===== src/rtl/race_progress_tracker.sv =====
// -----------------------------------------------------------------------------
// race_progress_tracker
//
// Lap/checkpoint referee for the two-player racer. It sits upstream of the
// top-level game FSM (StateEncoder) and the HUD flag renderer.
//
// The 320x240 map is split into four sectors around (CX, CY):
//   S0 x<CX,  y>=CY (start grid)    S1 x<CX,  y<CY
//   S2 x>=CX, y<CY                  S3 x>=CX, y>=CY
// A lap counts only when a player visits S0->S1->S2->S3->S0 in order.
//
// Pipeline per player:
//   stage 1: sector of the current position, registered every cycle (sec_q)
//   stage 2: progress (last correctly reached sector) and lap count
// A position change is reflected in lap/order two clock edges later.
//
// Ports:
//   clk          system clock (100 MHz)
//   rst          asynchronous reset, active low
//   state        game state: 4=RACING, 5=PAUSE, 6=FINISH, anything else
//                clears the race bookkeeping
//   p1_x, p1_y   P1 world position (10-bit unsigned)
//   p2_x, p2_y   P2 world position (10-bit unsigned)
//   p1_lap       P1 completed laps, saturates at NUM_LAPS
//   p2_lap       P2 completed laps, saturates at NUM_LAPS
//   p1_order     0=still racing, 1=first, 2=second
//   p2_order     same encoding for P2
//   is_game_end  level, high from race end until the next clear
//
// Optional build macro WRONG_WAY_EN adds:
//   p1_wrong_way, p2_wrong_way  high while the player sits in the sector
//                               just behind its last checkpoint
// -----------------------------------------------------------------------------
module race_progress_tracker #(
    parameter int unsigned NUM_LAPS       = 3,
    parameter int unsigned CX             = 160,
    parameter int unsigned CY             = 120,
    parameter logic [31:0] FINISH_TIMEOUT = 32'd1_000_000_000
) (
    input  logic       clk,
    input  logic       rst,
    input  logic [2:0] state,
    input  logic [9:0] p1_x,
    input  logic [9:0] p1_y,
    input  logic [9:0] p2_x,
    input  logic [9:0] p2_y,
    output logic [2:0] p1_lap,
    output logic [2:0] p2_lap,
    output logic [1:0] p1_order,
    output logic [1:0] p2_order,
    output logic       is_game_end
`ifdef WRONG_WAY_EN
    ,
    output logic       p1_wrong_way,
    output logic       p2_wrong_way
`endif
);

    typedef enum logic [1:0] {
        SEC_GRID = 2'd0,
        SEC_NW   = 2'd1,
        SEC_NE   = 2'd2,
        SEC_SE   = 2'd3
    } sector_t;

    localparam logic [2:0]  ST_RACING = 3'd4;
    localparam logic [2:0]  ST_PAUSE  = 3'd5;
    localparam logic [2:0]  ST_FINISH = 3'd6;
    localparam logic [2:0]  LAPS      = 3'(NUM_LAPS);
    localparam logic [9:0]  CX_W      = 10'(CX);
    localparam logic [9:0]  CY_W      = 10'(CY);
    localparam logic [31:0] LAST_TICK = FINISH_TIMEOUT - 32'd1;

    function automatic sector_t sector_of(input logic [9:0] x, input logic [9:0] y);
        logic east;
        logic north;
        sector_t s;
        east  = (x >= CX_W);
        north = (y < CY_W);
        case ({east, north})
            2'b00:   s = SEC_GRID;
            2'b01:   s = SEC_NW;
            2'b11:   s = SEC_NE;
            default: s = SEC_SE;
        endcase
        return s;
    endfunction

    logic racing;
    logic clear;
    assign racing = (state == ST_RACING);
    // Only RACING/PAUSE/FINISH keep race bookkeeping alive.
    assign clear  = !(racing || (state == ST_PAUSE) || (state == ST_FINISH));

    // Index 0 is P1, index 1 is P2.
    logic [1:0][9:0] pos_x;
    logic [1:0][9:0] pos_y;
    assign pos_x = {p2_x, p1_x};
    assign pos_y = {p2_y, p1_y};

    logic [1:0]      fin_now;
    logic [1:0][2:0] lap_all;
    logic [1:0][1:0] order_reg;
    logic [1:0][1:0] order_next;
    logic            first_reg;
    logic            first_next;
    logic            end_reg;
    logic            end_next;
    logic [31:0]     cnt_reg;
    logic [31:0]     cnt_next;
`ifdef WRONG_WAY_EN
    logic [1:0]      ww_all;
`endif

    // -------------------------------------------------------------------------
    // Per-player sector pipeline and progress tracking
    // -------------------------------------------------------------------------
    genvar gi;
    generate
        for (gi = 0; gi < 2; gi++) begin : g_player
            sector_t    sec_comb;
            sector_t    sec_q_reg;
            sector_t    prog_reg;
            sector_t    prog_next;
            logic [1:0] prog_plus;
            logic [2:0] lap_reg;
            logic [2:0] lap_next;
            logic       fin_next;

            assign sec_comb  = sector_of(pos_x[gi], pos_y[gi]);
            assign prog_plus = prog_reg + 2'd1;

            always_ff @(posedge clk or negedge rst) begin
                if (!rst) begin
                    sec_q_reg <= SEC_GRID;
                    prog_reg  <= SEC_GRID;
                    lap_reg   <= 3'd0;
                end else begin
                    sec_q_reg <= sec_comb;
                    prog_reg  <= prog_next;
                    lap_reg   <= lap_next;
                end
            end

            // Progress only moves forward by exactly one sector; skips,
            // reversals and standing still are ignored. A finished player
            // (nonzero order) is frozen.
            always_comb begin
                prog_next = prog_reg;
                lap_next  = lap_reg;
                fin_next  = 1'b0;
                if (clear) begin
                    prog_next = SEC_GRID;
                    lap_next  = 3'd0;
                end else if (racing && (order_reg[gi] == 2'd0) && (sec_q_reg == prog_plus)) begin
                    prog_next = sec_q_reg;
                    if (prog_reg == SEC_SE) begin
                        if (lap_reg < LAPS) begin
                            lap_next = lap_reg + 3'd1;
                        end
                        if (lap_reg == LAPS - 3'd1) begin
                            fin_next = 1'b1;
                        end
                    end
                end
            end

            assign fin_now[gi] = fin_next;
            assign lap_all[gi] = lap_reg;

`ifdef WRONG_WAY_EN
            logic [1:0] prog_minus;
            logic       ww_reg;
            logic       ww_next;

            assign prog_minus = prog_reg - 2'd1;

            always_ff @(posedge clk or negedge rst) begin
                if (!rst) begin
                    ww_reg <= 1'b0;
                end else begin
                    ww_reg <= ww_next;
                end
            end

            always_comb begin
                ww_next = ww_reg;
                if (clear) begin
                    ww_next = 1'b0;
                end else if (racing) begin
                    if (sec_q_reg == prog_minus) begin
                        ww_next = 1'b1;
                    end else if ((sec_q_reg == prog_reg) || (prog_next != prog_reg)) begin
                        ww_next = 1'b0;
                    end
                end
            end

            assign ww_all[gi] = ww_reg;
`endif
        end
    endgenerate

    // -------------------------------------------------------------------------
    // Finish order, post-finish timeout and game end
    // -------------------------------------------------------------------------
    always_ff @(posedge clk or negedge rst) begin
        if (!rst) begin
            order_reg <= '0;
            first_reg <= 1'b0;
            end_reg   <= 1'b0;
            cnt_reg   <= 32'd0;
        end else begin
            order_reg <= order_next;
            first_reg <= first_next;
            end_reg   <= end_next;
            cnt_reg   <= cnt_next;
        end
    end

    always_comb begin
        order_next = order_reg;
        first_next = first_reg;
        end_next   = end_reg;
        cnt_next   = cnt_reg;
        if (clear) begin
            order_next = '0;
            first_next = 1'b0;
            end_next   = 1'b0;
            cnt_next   = 32'd0;
        end else begin
            if ((order_reg[0] != 2'd0) && (order_reg[1] != 2'd0)) begin
                end_next = 1'b1;
            end
            if (racing) begin
                // Timeout runs from the edge after the first finisher is
                // registered; PAUSE/FINISH freeze it.
                if (first_reg && !end_reg) begin
                    if (cnt_reg == LAST_TICK) begin
                        end_next = 1'b1;
                        for (int p = 0; p < 2; p++) begin
                            if (order_reg[p] == 2'd0) begin
                                order_next[p] = 2'd2;
                            end
                        end
                    end else begin
                        cnt_next = cnt_reg + 32'd1;
                    end
                end
                // Same-cycle finish: P1 takes first place.
                if (fin_now[0]) begin
                    order_next[0] = first_reg ? 2'd2 : 2'd1;
                end
                if (fin_now[1]) begin
                    order_next[1] = (first_reg || fin_now[0]) ? 2'd2 : 2'd1;
                end
                if (fin_now != 2'b00) begin
                    first_next = 1'b1;
                end
            end
        end
    end

    assign p1_lap      = lap_all[0];
    assign p2_lap      = lap_all[1];
    assign p1_order    = order_reg[0];
    assign p2_order    = order_reg[1];
    assign is_game_end = end_reg;
`ifdef WRONG_WAY_EN
    assign p1_wrong_way = ww_all[0];
    assign p2_wrong_way = ww_all[1];
`endif

endmodule


===== config.mk =====
export PLATFORM = sky130hd
export DESIGN_NAME = race_progress_tracker
export DESIGN_NICKNAME = d
export VERILOG_FILES = /design/src/rtl/race_progress_tracker.sv
export SDC_FILE = /design/constraint.sdc
export NUM_CORES = 1
export LEC_CHECK = 0
export BUFFER_PORTS_ARGS = -buffer_cell sky130_fd_sc_hd__buf_2
export CAP_MARGIN = 5
export CORE_MARGIN = 5
export CORE_UTILIZATION = 50
export DETAILED_ROUTE_END_ITERATION = 8
export PLACE_DENSITY_LB_ADDON = 0.12
export SYNTH_ARGS = -nofsm -noshare
export SYNTH_HDL_FRONTEND = slang
export SYNTH_SLANG_ARGS = --single-unit

===== constraint.sdc =====
create_clock -name clk -period 1.9 [get_ports clk]
set_clock_uncertainty 0.05 [all_clocks]
set_input_delay 0.38 -clock clk [delete_from_list [all_inputs] [get_ports clk]]
set_output_delay 0.38 -clock clk [all_outputs]
set_load 0.05 [all_outputs]

==> impl_metrics.csv <==
group,metric,value,unit
place,gp_congestion,0.743,
clocking,clk_latency,300,ps
setup_path,crit_arrival,2250,ps
route,ant_nets,0,
setup_path,cp_top_family,"simple AND/OR/NAND/NOR gates",
run_status,violations,"setup timing",
setup_path,cp-end-kind,"flip-flop",
timing,slew_viol_final,0,
synth,yosysTopAreaCell,"dfrtp_1",
global_route,grt_usage,17.8,%
cells_and_area,final_layout_size_suffix_gt1_share,34.1,%
synth,ys_seq_area_share,46.4,%
timing,clock.fmax,0.473,GHz
pwr,power_frac_comb,7.1,%
cells_and_area,post-route-util,66.3,%
route,drt-initial-drc-count,53,
global_route,grt_max_degree,34,
clocking,path_clk_slew,100,ps
route,wl_met2,3110,um
cells_and_area,largest_reg_flops,32,
die,coreArea,5470,um^2
pwr,power_frac_clock,34.3,%
synth,ys_ff_latch,52,
route,vias_per_cell,5.41,
die,ioPinCount,56,
clocking,cts_tree,"done",
timing,slew_headroom,67.7,%
synth,netlist.area_leader.share,46.4,%
pwr,swShare,23.5,%
cells_and_area,fillers,489,
setup_path,crit_buf_inv,0,
pwr,power,1.91,mW
pwr,vdd_drop_max,0.273,mV
run_status,status,"complete, but fails checks",
cells_and_area,areaGrowthSynthToFinish,29.5,%
synth,synth_area,2800,um^2
synth,yosys_warnings,0,
setup_path,slowest_stage,"or4_4",
synth,synthDistinctLibCells,44,
global_route,first_global_vias,2402,
synth,avgSynthCellArea,9.69,um^2
cells_and_area,insertedDiodeCount,0,
timing,hold-worst-slack,366,ps
setup_path,cp_max_fo,7,
route,wl_met3,235,um
cells_and_area,regArea,1310,um^2
synth,synth.top_cells.by_area,"dfrtp_1, ha_1, nand4_1, xor2_1, nor2_1",
synth,synthFlopType,"dfrtp_1",
synth,synthArstFlopShare,100,%
global_route,grt-ovfl-total,0,
route,routed_wl,6210,um
die,initial_core_util,51.2,%
timing,hold_viol_final,0,
synth,synth.net_count,345,
flow_run,max_cap_viol_count,0,
setup_path,critical-path-max-stage-delay,440,ps
die,die_h,84.9,um
route,wl_met1,2800,um
route,drc_errors,0,
pwr,powerDensity,528,nW/um^2
cells_and_area,layout.nets,427,
clocking,htreeDepth,2,
timing,timing.final.ws_setup,-213,ps
global_route,antenna_found_initial,0,
die,die-area,7200,um^2
min_path,hold_path.class,"primary input to flip-flop",
pwr,leakagePower,1.66,nW
clocking,cts_sinks,52,
synth,synth_edf_count,0,
pwr,power_frac_seq,58.6,%
timing,min_period_over_period,111,%
timing,tightest_slew,485,ps
timing,period_minus_slack,2110,ps
global_route,grt_pass1_wl,10600,um
synth,yosys-top-cells-count,"dfrtp_1, nor2_1, nand2_1",
route,vias,2400,
place,hpwl,4590,um
timing,rsz0062_at_grt,"yes",
pwr,power_switching,0.450,mW
die,die_w,84.9,um
clocking,cts_buffers,5,
clocking,root_buffer,"clkbuf_8",
route,wl_per_cell,14.0,um
setup_path,worstSetupStartpointType,"flip-flop",
clocking,clockBufferDepth,2,
setup_path,cp.required,2040,ps
pwr,intPower,1.47,mW
setup_path,path_cells,"ha_1 > xor2_1 > or4_4 > nor3b_4 > and4bb_2 > a211oi_1",
die,rows,27,
place,dpl_worst_slack,-409,ps
synth,syn_inst,289,
timing,setup_viol,6,
synth,synth_most_common_cell,"dfrtp_1",
route,dr.pass1.iters,4,
cells_and_area,multi_input_area,1520,um^2
place,port_buffers,39,
setup_path,path_class,"flip-flop to flip-flop",
route,routed.top_layer,"met4",
layout make-up:
class	instances	area share, %
multi-input cells	216	41.9
clock inverters	2	0.276
inverters	11	1.14
well taps	72	2.48
flip-flops and latches	52	36.1
repair buffers	85	15.9
clock buffers	6	2.28
tightest hold or removal path: stages:
cell and delay [ps]:
buf_2 70, nor2_1 30, nand2_1 80, ha_1 130
per-stage QoR:
stage	TNS (ps)	std cells	area, um^2
after CTS	-1050	442	3560
after global placement	-9410	433	3430
after detailed placement	-10260	433	3430
after floorplan	-3330	289	2850
after global routing	-1660	444	3630
final	-985	444	3630
power by group through the flow:
stage	clock network [mW]	registers, mW	logic (mW)
after global routing	0.729	1.12	0.155
after CTS	0.675	1.12	0.133
after global placement	0	1.14	0.130
after detailed placement	0	1.14	0.132
after floorplan	0	1.15	0.0494
final	0.656	1.12	0.136
metal layers:
metal	vias to the layer above	global-route usage (%)
met2	63	30.5
met4	0	4.89
li1	1204	-
met1	1127	23.4
met5	-	0
met3	6	3.11
logic make-up after synthesis:
group / after synthesis / synth area share, %
adders and majority gates: 11 / 4.91
AOI/OAI and AO/OA: 41 / 8.98
xor gates and xnor gates: 23 / 7.19
DFF: 52 / 46.4
and+or+nand+nor: 136 / 27.7
buffers and inverters: 21 / 2.95
muxes: 5 / 1.79
timing repair:
item,4_1_cts,5_1_grt
setup endpoints to repair,18,24
setup buffers,0,2
pin swaps,5,3
hold buffers,1,0
resized for setup,4,18
endpoints found under the hold margin,19,0
gates cloned,0,0
layout by cell type (no fill, tap or decap), types with 2 or more instances in the layout:
cell	count
dfrtp_1	45
buf_4	41
buf_2	39
nor2_1	28
nand2_1	22
nand4_1	19
a21oi_1	14
xor2_1	13
inv_1	11
xnor2_1	10
ha_1	10
and3_1	9
o21ai_0	8
dfrtp_2	7
nor3_1	6
and2_1	6
clkbuf_8	6
nand3_1	5
and4_1	5
mux2i_1	5
or2_2	4
or3_1	4
nor4_4	3
o31ai_1	3
or4_1	3
a31o_2	3
nor4b_1	2
nand2b_1	2
a31oi_1	2
nor3_2	2
o21ai_1	2
a211oi_1	2
and4_4	2
clkinv_2	2
buf_6	2
buf_12	2
worst paths after layout:
path                                           from                        to  slack (ps)  cells past startpoint
setup reg to reg            g_player[1].prog_reg[0]               p2_order[1]        -210                      6
min in group asynchronous                       rst                cnt_reg[4]         520                      2
hold reg to reg            g_player[0].sec_q_reg[0]   g_player[0].prog_reg[0]         460                      2
max in group asynchronous                       rst                cnt_reg[9]         730                      3
hold / removal                              p1_x[8]  g_player[0].sec_q_reg[0]         370                      4
setup / recovery            g_player[1].prog_reg[0]               p2_order[1]        -210                      6
Note: power is estimated with default switching activity, not from simulation.
